--- config.mk ---
export PLATFORM = sky130hd
export DESIGN_NAME = reflet_interrupt_ctrl
export DESIGN_NICKNAME = d
export VERILOG_FILES = /design/src/rtl/reflet_interrupt_ctrl.sv
export SDC_FILE = /design/constraint.sdc
export NUM_CORES = 1
export LEC_CHECK = 0
export ABC_AREA = 0
export BUFFER_PORTS_ARGS = -buffer_cell sky130_fd_sc_hd__buf_2
export CAP_MARGIN = 10
export CORE_ASPECT_RATIO = 1.2
export CORE_MARGIN = 3
export CORE_UTILIZATION = 58
export DETAILED_ROUTE_END_ITERATION = 16
export PLACE_DENSITY = 0.8
export SKIP_CTS_REPAIR_TIMING = 1
export SYNTH_ARGS = -nofsm -noshare
export SYNTH_HDL_FRONTEND = slang
export SYNTH_SLANG_ARGS = --single-unit
export TNS_END_PERCENT = 1
--- constraint.sdc ---
create_clock -name clk_i -period 3.6 [get_ports clk_i]
set_input_delay 0.9 -clock clk_i [delete_from_list [all_inputs] [get_ports clk_i]]
set_output_delay 0.9 -clock clk_i [all_outputs]
set_load 0.03 [all_outputs]
--- src/rtl/reflet_interrupt_ctrl.sv ---
// rtl/reflet_interrupt_ctrl.sv - nested, prioritised interrupt controller for the reflet CPU
// Level/edge sources, DEPTH-deep {PC, level} stack, setint/retint decode, sticky overflow.
module reflet_interrupt_ctrl #(
    parameter int              wordsize    = 16,
    parameter int              INT_COUNT   = 4,
    parameter int              DEPTH       = 4,
    parameter logic [3:0]      EDGE_MODE   = 4'b0000,
    parameter logic [5:0]      OPP_SETINT  = 6'b000001,
    parameter logic [7:0]      INST_RETINT = 8'h0A,
    parameter logic [3:0]      PC_ID       = 4'hE
) (
    input  logic                 clk_i,
    input  logic                 reset_i,
    input  logic                 enable_i,
    input  logic [INT_COUNT-1:0] ext_int_i,
    input  logic [7:0]           instruction_i,
    input  logic [wordsize-1:0]  working_register_i,
    input  logic [wordsize-1:0]  program_counter_i,
    input  logic [INT_COUNT-1:0] int_mask_i,
    input  logic                 cpu_update_i,
    output logic [wordsize-1:0]  out_o,
    output logic [3:0]           out_reg_o,
    output logic [wordsize-1:0]  out_routine_o,
    output logic                 int_o,
    output logic [2:0]           nest_level_o,
    output logic                 overflow_o
);

    localparam int                   SPW      = $clog2(DEPTH + 1);
    localparam logic [2:0]           IDLE_LVL = 3'(INT_COUNT);
    localparam logic [INT_COUNT-1:0] EDGE_SRC = EDGE_MODE[INT_COUNT-1:0];

    logic [2:0]           level_q, level_d;
    logic [SPW-1:0]       sp_q, sp_d;
    logic [INT_COUNT-1:0] pending_q, pending_d;
    logic [INT_COUNT-1:0] hist_q;
    logic                 overflow_q, overflow_d;
    logic [wordsize-1:0]  routine_q [INT_COUNT];
    logic [wordsize-1:0]  stk_pc_q  [DEPTH];
    logic [2:0]           stk_lvl_q [DEPTH];

    logic [INT_COUNT-1:0] req;
    logic [INT_COUNT-1:0] take;
    logic [2:0]           target;
    logic                 full, empty, want_int, new_int, quit_int;
    logic                 is_setint, is_retint;
    logic [wordsize-1:0]  top_pc;
    logic [2:0]           top_lvl;

    // Edge sources are served from the latched pending bit, level sources straight from the pin.
    assign req = (EDGE_SRC & pending_q) | (~EDGE_SRC & ext_int_i);

    always_comb begin
        target = IDLE_LVL;
        for (int i = INT_COUNT - 1; i >= 0; i--) begin
            if (req[i] && int_mask_i[i]) begin
                target = 3'(i);
            end
        end
    end

    assign full      = (sp_q == SPW'(DEPTH));
    assign empty     = (sp_q == '0);
    assign is_setint = (instruction_i[7:2] == OPP_SETINT);
    assign is_retint = (instruction_i == INST_RETINT);
    assign want_int  = enable_i && cpu_update_i && (target < level_q);
    assign new_int   = want_int && !full;
    // An interrupt beats a retint in the same cycle; the retint re-executes after the handler.
    assign quit_int  = enable_i && cpu_update_i && !new_int && is_retint && !empty;

    always_comb begin
        top_pc  = '0;
        top_lvl = IDLE_LVL;
        for (int i = 0; i < DEPTH; i++) begin
            if (sp_q == SPW'(i + 1)) begin
                top_pc  = stk_pc_q[i];
                top_lvl = stk_lvl_q[i];
            end
        end
    end

    always_comb begin
        out_routine_o = '0;
        for (int i = 0; i < INT_COUNT; i++) begin
            if (target == 3'(i)) begin
                out_routine_o = routine_q[i];
            end
        end
    end

    always_comb begin
        out_o     = '0;
        out_reg_o = 4'd0;
        if (is_setint) begin
            out_o = working_register_i;
        end else if (is_retint && !empty) begin
            out_o     = top_pc;
            out_reg_o = PC_ID;
        end
    end

    always_comb begin
        take = '0;
        for (int i = 0; i < INT_COUNT; i++) begin
            if (new_int && (target == 3'(i))) begin
                take[i] = 1'b1;
            end
        end
    end

    always_comb begin
        level_d    = level_q;
        sp_d       = sp_q;
        overflow_d = overflow_q | (want_int && full);
        // A new rising edge outranks the clear of the same source.
        pending_d  = (pending_q & ~take) | (EDGE_SRC & ext_int_i & ~hist_q);
        if (new_int) begin
            sp_d    = sp_q + 1'b1;
            level_d = target;
        end else if (quit_int) begin
            sp_d    = sp_q - 1'b1;
            level_d = top_lvl;
        end
    end

    always_ff @(posedge clk_i or negedge reset_i) begin
        if (!reset_i) begin
            level_q    <= IDLE_LVL;
            sp_q       <= '0;
            pending_q  <= '0;
            hist_q     <= '0;
            overflow_q <= 1'b0;
            for (int i = 0; i < INT_COUNT; i++) begin
                routine_q[i] <= '0;
            end
            for (int i = 0; i < DEPTH; i++) begin
                stk_pc_q[i]  <= '0;
                stk_lvl_q[i] <= IDLE_LVL;
            end
        end else begin
            level_q    <= level_d;
            sp_q       <= sp_d;
            pending_q  <= pending_d;
            hist_q     <= ext_int_i;
            overflow_q <= overflow_d;
            if (is_setint) begin
                for (int i = 0; i < INT_COUNT; i++) begin
                    if (instruction_i[1:0] == 2'(i)) begin
                        routine_q[i] <= working_register_i;
                    end
                end
            end
            if (new_int) begin
                for (int i = 0; i < DEPTH; i++) begin
                    if (sp_q == SPW'(i)) begin
                        stk_pc_q[i]  <= program_counter_i;
                        stk_lvl_q[i] <= level_q;
                    end
                end
            end
        end
    end

    assign int_o        = new_int;
    assign nest_level_o = level_q;
    assign overflow_o   = overflow_q;

endmodule

Yosys cells after proc, flatten, opt, wreduce, memory -nomap -nowiden
Cells that the tools add are included.

word-level totals
  flip-flop bits (word level) = 147
  bits of input ports = 52
  word-level logic and storage cells = 82

operators by class
  add/sub/neg operators = 2
  order comparisons = 1
  eq/ne operators = 12
  multiplexer cells = 24
  bitwise gates (word level) = 1
  reduce and logical (&&, ||, !) cells = 27

operators with widths
  cell                                                                number
  16-bit 2-to-1 mux                                                   10
  3-bit 2-to-1 mux                                                    12
  2-bit AND reduction                                                 8
  3-bit by 2-bit == test with 1-bit output, second input constant     4
  1-bit logical AND                                                   12
  8-bit by 4-bit == test with 1-bit output, second input constant     1
  4-bit 2-to-1 mux                                                    2
  3-bit by 1-bit == test with 1-bit output, second input constant     2
  6-bit by 1-bit == test with 1-bit output, second input constant     1
  3-bit logical NOT                                                   2
  2-bit == test, second input constant                                2
  3-bit by 1-bit adder with 3-bit output, second input constant       1
  3-bit == test, second input constant                                1
  1-bit logical NOT                                                   3
  3-bit < comparator                                                  1
  3-bit by 1-bit subtractor with 3-bit output, second input constant  1
  2-bit by 1-bit == test with 1-bit output, second input constant     1
  2-bit logical NOT                                                   1
  2-bit nonzero test                                                  1
  1-bit OR                                                            1

Depth between registers and ports, before layout
Gate-level depths: netlist of the first run.

  depth after elaboration = 14
  gate-level depth with buffers = 12
  depth with buffers taken out = 10

Worst setup path before layout of the first run
Ideal clock, no wire load.

  path type = in2out
  start = in ext_int_i[0]
  end = out int_o
  arrival time = 2.688 ns
  setup slack = 0.012 ns
  stages = 8
  buffers on the path = 1
  cell sequence = and2_1 -> buf_2 -> nand2b_1 -> nor3b_1 -> ha_1 -> a211oi_2 -> o21ai_4 -> nor2_4

on the way
  longest elaborated chain between the ends = 5

ends and longest elaborated chain
  what                RTL line  RTL
  start, declared     15        input logic [INT_COUNT-1:0] ext_int_i,
  1-bit logical AND   56        if (req[i] && int_mask_i[i]) begin
  3-bit 2-to-1 mux    56
  3-bit < comparator  66        assign want_int = enable_i && cpu_update_i && (target < level_q);
  1-bit logical AND   66
  1-bit logical AND   67        assign new_int = want_int && !full;
  end, declared       24        output logic int_o,

No other way between the ends.

Worst setup path in the final report of the first run
  start = reg sp_q[0]
  end = out out_o[1]

on the way
  longest elaborated chain between the ends = 7
  elaborated cells between the ends (all ways) = 13
  classes of those cells = eq/ne (4); mux (6); reduce/logical (3)

ends and longest elaborated chain
  what                                      RTL line  RTL
  start, declared                           34        logic [SPW-1:0] sp_q, sp_d;
  start signal, assigned                    142       sp_q <= sp_d;
  3-bit by 1-bit == test with 1-bit output  75        if (sp_q == SPW'(i + 1)) begin
  16-bit 2-to-1 mux (4 in a row)            75
  16-bit 2-to-1 mux *                       96        end else if (is_retint && !empty) begin
  16-bit 2-to-1 mux *                       94        if (is_setint) begin
  end, declared                             21        output logic [wordsize-1:0] out_o,

Mark *: on every way between the ends. The rest lies on a longest branch, timed or not.

==> impl_metrics.csv, run 1 <==
group,metric,value,unit
grt,grt_max_degree,88,
yosys,syn_nets,617,
route,routed_wl,16300,um
sta,period_share,97.1,%
sta,hold_slack,0.478,ns
power_and_ir_drop,seqPwrFrac,44.5,%
sta,slew_headroom,47.3,%
cts,numCtsBuffers,17,
sta,tightest_slew,0.790,ns
yosys,synth.avg_cell_area,12.6,um^2
floorplanning,num_io_pins,93,
finish,areaGrowthSynthToFinish,17.8,%
power_and_ir_drop,vdd_drop_max,0.401,mV
grt,grt_pass1_wl,26300,um
min_path,hold_path_class,"register to register",
finish,drive_above_1_share,45.4,%
yosys,ys.flop_type,"dfrtp_1",
sta,tns,0,ns
cts,cts_tree,"done",
placed_design,dp_slack,0.0752,ns
yosys,synthCells,557,
power_and_ir_drop,p_leak,4.08,nW
cts,cts.sinks,147,
cts,clk_pin_slew,0.06,ns
cts,ctsHtreeMaxLevel,4,
placed_design,post-dp-hpwl,10500,um
yosys,synth.area.top_cells,"dfrtp_1 (51%), mux2_2 (20%), a21oi_1 (2.6%)",
critical_path,required,2.70,ns
critical_path,cp.arrival,2.59,ns
sta,finClkSkew,0.00481,ns
grt,grt_usage,25.0,%
grt,antenna_found_initial,0,
yosys,async_reset_ff_share,100,%
outcome,status,"finished, final reports clean",
finish,diodes,0,
sta,drv_slew,0,
cts,cts-root-buf,"clkbuf_16",
grt,grt_overflow,0,
power_and_ir_drop,clock_power_share,31.2,%
floorplanning,die_y,127,um
sta,setup_violations,0,
route,drt-wirelength-per-cell,19.7,um
finish,fin_nets,716,
cts,clk_path_buf_depth,2,
route,vias_per_cell,5.97,
sta,min_period,3.49,ns
critical_path,crit_path_start_kind,"register",
floorplanning,die-area,13500,um^2
route,drc_errors,0,
cts,clk_latency,0.42,ns
power_and_ir_drop,switching_power,0.00160,W
floorplanning,start_util,59.9,%
sta,hold_viol_final,0,
route,drt_iter0_drc,394,
sta,grt_setup_unrepaired,"no",
yosys,synth_top_cell_by_area,"dfrtp_1",
floorplanning,core_area,11700,um^2
floorplanning,fp.dieW,107,um
sta,fmax,0.286,GHz
route,drt_pass1_iterations,6,
critical_path,critPathCaptureType,"output pin",
sta,worst_slack,0.105,ns
yosys,synth_cell_types,54,
power_and_ir_drop,p_per_area,648,nW/um^2
yosys,synth_top_cell_area_share,50.5,%
yosys,syn-cell-area,7030,um^2
yosys,ys_seq_elements,147,
yosys,yosys_warnings,0,
yosys,ys_seq_area_share,52.4,%
critical_path,crit_type,"register to output pin",
placed_design,port_buffers,91,
route,vias,4924,
power_and_ir_drop,pwr-share-comb,24.3,%
power_and_ir_drop,switching_share,29.9,%
grt,grt_pass1_vias,5140,
route,ant_nets,0,
yosys,synth_edf_count,0,
flow_run,drv_cap,0,
placed_design,place_congestion,0.792,
critical_path,path_max_fanout,16,
power_and_ir_drop,p_int,0.00377,W
floorplanning,rows,43,
[cell usage after synthesis (2+ instances only)]
| master | number |
|---|---|
| dfrtp_1 | 142 |
| mux2_2 | 125 |
| a21oi_1 | 36 |
| nand2_1 | 28 |
| o21ai_0 | 24 |
| nor2_1 | 23 |
| nor2b_1 | 17 |
| nor3_1 | 17 |
| a221oi_1 | 16 |
| a222oi_1 | 16 |
| clkbuf_1 | 12 |
| buf_2 | 11 |
| mux2_4 | 10 |
| ha_1 | 8 |
| inv_1 | 8 |
| buf_6 | 7 |
| dfstp_2 | 5 |
| buf_4 | 3 |
| mux2_1 | 3 |
| nand2b_1 | 3 |
| a211oi_1 | 2 |
| a22oi_1 | 2 |
| and2_1 | 2 |
| mux2i_1 | 2 |
| nand3_1 | 2 |
| nand3b_4 | 2 |
| nor2_2 | 2 |
| o22ai_1 | 2 |
| xnor2_1 | 2 |
[final cells by class]
| cell class | instances | area [um^2] |
|---|---|---|
| Sequential cell | 147 | 3680 |
| Fill cell | 818 | 3440 |
| Multi-Input combinational cell | 366 | 3100 |
| Timing Repair Buffer | 116 | 718 |
| Clock buffer | 19 | 443 |
| Tap cell | 157 | 196 |
| Clock inverter | 12 | 115 |
| Inverter | 8 | 30.0 |
[flip-flops by register name, summed over array words and instances, names as in the netlist]
register,flops
overflow_o,1
nest_level_o,3
stk_pc_q,64
routine_q,64
stk_lvl_q,12
sp_q,3
[power groups by stage]
| stage | combinational (W) | sequential [W] | clock (W) |
|---|---|---|---|
| 5_1_grt | 0.00143 | 0.00244 | 0.00178 |
| 6_report | 0.00131 | 0.00239 | 0.00167 |
| 2_1_floorplan | 0.000902 | 0.00236 | 0 |
| 3_3_place_gp | 0.00124 | 0.00237 | 0 |
| 4_1_cts | 0.00131 | 0.00238 | 0.00169 |
| 3_5_place_dp | 0.00130 | 0.00240 | 0 |
[critical path, stage by stage (launching register included)]
cell and delay (ns):
dfrtp_1 0.41, inv_1 0.17, ha_1 0.24, nor2b_1 0.22
buf_6 0.22, a221oi_1 0.10, nor3_1 0.24, a21oi_1 0.11
o21ai_0 0.26, buf_4 0.22
[through the flow]
stage	utilization [%]	power (W)	instances	area, um^2
after floorplan	-	0.00326	557	7030
after global placement	65.8	0.00362	794	7710
after detailed placement	65.8	0.00370	794	7710
after CTS	70.5	0.00539	825	8270
after global routing	70.6	0.00564	825	8280
final	70.6	0.00537	825	8280
[routing by layer]
layer / vias up / GRT usage [%] / share of wire [%]
li1: 2236 / - / -
met1: 2546 / 31.2 / 41
met2: 120 / 43.5 / 52
met3: 22 / 5.55 / 4.6
met4: 0 / 7.90 / 1.7
met5: - / 0 / 0
[logic make-up after synthesis]
| kind of cell | share of synthesized area (%) |
|---|---|
| other | 0.0533 |
| muxes | 22.9 |
| and+or+nand+nor | 8.70 |
| DFF | 52.4 |
| xor gates and xnor gates | 0.249 |
| AOI/OAI and AO/OA | 10.5 |
| adders and majority gates | 1.42 |
| buffers and inverters | 3.70 |
[cells in the final DEF, fill, tap and decap left out, drive strengths merged, types with 16 or more instances in the layout]
cell	instances
dfrtp	142
mux2	138
buf	116
a21oi	36
nand2	29
nor2	26
o21ai	25
clkbuf	19
nor2b	17
nor3	17
a221oi	16
a222oi	16
[final timing paths]
kind / startpoint / to / slack (ns) / cells past startpoint
setup / recovery: sp_q[0] / out_o[1] / 0.11 / 9
hold / removal: overflow_o / overflow_o / 0.48 / 1
setup reg to reg: nest_level_o[2] / stk_pc_q[31] / 1.02 / 8
hold reg to reg: overflow_o / overflow_o / 0.48 / 1
max in group asynchronous: reset_i / stk_pc_q[11] / 2.26 / 2
min in group asynchronous: reset_i / stk_pc_q[40] / 0.54 / 1
Power figures use the tool's default switching activity.
==> run 2, diff against run 1 <==
- CORE_UTILIZATION: 58 -> 61
- PLACE_DENSITY: 0.8 -> 0.84
- clock period: 3.6 -> 4.2 ns (I/O delays scaled with it)
==> run 2 against run 1 <==
Sequential power decreased by 14%. Worst hold slack improved by 0.0083 ns. Flip-flop and latch count unchanged. Sequential share of layout area increased by 0.70 points. Largest power group unchanged. Count of clock-buffer cells in the layout increased by 3. Non-clock buffer count decreased by 8. Cell count decreased by 1.2%. Largest cell class unchanged. Clock skew increased by 0.0024 ns. Wire length increased by 1.8%. Setup slack improved by 0.13 ns.
==> impl_metrics.csv, run 2 (synthesized netlist as in run 1, its figures left out) <==
group,metric,value,unit
critical_path,cp.arrival,2.92,ns
sta,drv_slew,0,
power_and_ir_drop,p_leak,4.02,nW
sta,setup_violations,0,
flow_run,drv_cap,0,
cts,clk_latency,0.41,ns
finish,layout_common_cells,"dfrtp_1 (142), mux2_2 (125), buf_2 (90), a21oi_1 (36), nand2_1 (28)",
route,drt_pass1_iterations,6,
route,vias_per_cell,6.17,
floorplanning,die-area,12900,um^2
cts,cts_tree,"done",
power_and_ir_drop,vdd_drop_max,0.319,mV
floorplanning,die_y,124,um
finish,reg_top3,"routine_q x64, stk_pc_q x64, stk_lvl_q x12",
sta,tightest_slew,0.872,ns
cts,cts-root-buf,"clkbuf_16",
critical_path,crit_path_start_kind,"input pin",
placed_design,place_congestion,0.839,
cts,ctsHtreeMaxLevel,4,
cts,clk_path_buf_depth,2,
finish,multi_input_area,3100,um^2
finish,final_common_cell,"dfrtp_1",
sta,finClkSkew,0.00721,ns
floorplanning,rows,42,
finish,stdcell_count,815,
route,ant_nets,0,
grt,antenna_found_initial,1,
critical_path,required,3.15,ns
floorplanning,num_io_pins,93,
finish,nFillCells,745,
grt,grt_usage,26.3,%
sta,fmax,0.252,GHz
sta,worst_slack,0.232,ns
finish,post-route-util,73.2,%
outcome,status,"finished, final reports clean",
sta,grt_setup_unrepaired,"no",
critical_path,crit_type,"input pin to output pin",
critical_path,path_max_fanout,10,
power_and_ir_drop,power,0.00460,W
route,drc_errors,0,
floorplanning,core_area,11100,um^2
placed_design,dp_slack,0.141,ns
grt,grt_pass1_wl,26600,um
route,vias,5030,
sta,min_period,3.97,ns
finish,diodes,0,
critical_path,critPathLaunch,"ext_int_i[0]",
finish,areaGrowthSynthToFinish,16.0,%
placed_design,port_buffers,91,
floorplanning,start_util,63.1,%
route,drt_iter0_drc,509,
critical_path,r2r_start,"nest_level_o[2]",
critical_path,regToRegSetupSlack,1.60,ns
grt,grt_max_degree,98,
finish,seq_area,3680,um^2
finish,drive_above_1_share,44.3,%
route,drt-wirelength-per-cell,20.3,um
sta,slew_headroom,41.9,%
cts,numCtsBuffers,17,
cts,clk_pin_slew,0.05,ns
sta,period_share,94.5,%
route,routed_wl,16600,um
placed_design,post-dp-hpwl,10600,um
critical_path,critPathCaptureType,"output pin",
floorplanning,fp.dieW,104,um
finish,fin_nets,708,
min_path,hold_path_class,"register to register",
placed_design,dp_cells,783,
power_and_ir_drop,p_per_area,564,nW/um^2
sta,tns,0,ns
sta,hold_viol_final,0,
grt,grt_pass1_vias,5246,
cts,cts.sinks,147,
min_path,min_from,"overflow_o",
grt,grt_overflow,0,
==> run 2: cell count changes in the layout (fill, tap and decap cells not counted), sizes merged <==
| cell | previous run | this run |
|---|---|---|
| clkbuf | 19 | 22 |
| clkinv | 8 | 6 |
| buf | 116 | 108 |
==> run 2: layout make-up <==
cell class	count	area share, %
well taps	154	2.36
multi-input cells	366	38.0
flip-flops and latches	147	45.2
repair buffers	108	7.23
clock buffers	22	5.57
clock inverters	10	1.33
inverters	8	0.368
==> run 2: final timing paths <==
path,endpoint,cells past startpoint
worst min-delay path,overflow_o,1
min in group asynchronous,routine_q[2],1
worst min register to register,overflow_o,1
worst max-delay path,int_o,9
worst max register to register,stk_lvl_q[4],7
max in group asynchronous,stk_lvl_q[11],2
==> run 2: power by group <==
group	switching [W]	total, W	leakage [nW]	internal (W)
Combinational	0.000583	0.00111	1.79	0.000522
Sequential	0.000248	0.00206	1.95	0.00182
Clock	0.000545	0.00143	0.274	0.000885
Total	0.00138	0.00460	4.02	0.00322
==> run 2: worst max-delay path, stage by stage <==
cell	delay, ns
buf_2	0.10
and2_1	0.15
nand2b_1	0.21
nor3b_2	0.27
ha_1	0.30
a211oi_2	0.34
o21ai_4	0.18
nor2_4	0.11
buf_2	0.20
==> run 2: layer usage <==
layer / wire (um) / global-route usage (%) / up-vias / share of wire [%]
li1: - / - / 2234 / -
met1: 6590 / 31.2 / 2563 / 40
met2: 8770 / 46.4 / 190 / 53
met3: 833 / 5.55 / 41 / 5.0
met4: 358 / 12.6 / 2 / 2.2
met5: 13 / 0 / - / 0.078
==> run 2: per-stage QoR <==
step | hold WS, ns | area (um^2)
2_1_floorplan | 0.457 | 7030
3_3_place_gp | 0.465 | 7590
3_5_place_dp | 0.475 | 7590
4_1_cts | 0.487 | 8150
5_1_grt | 0.500 | 8160
6_report | 0.486 | 8160
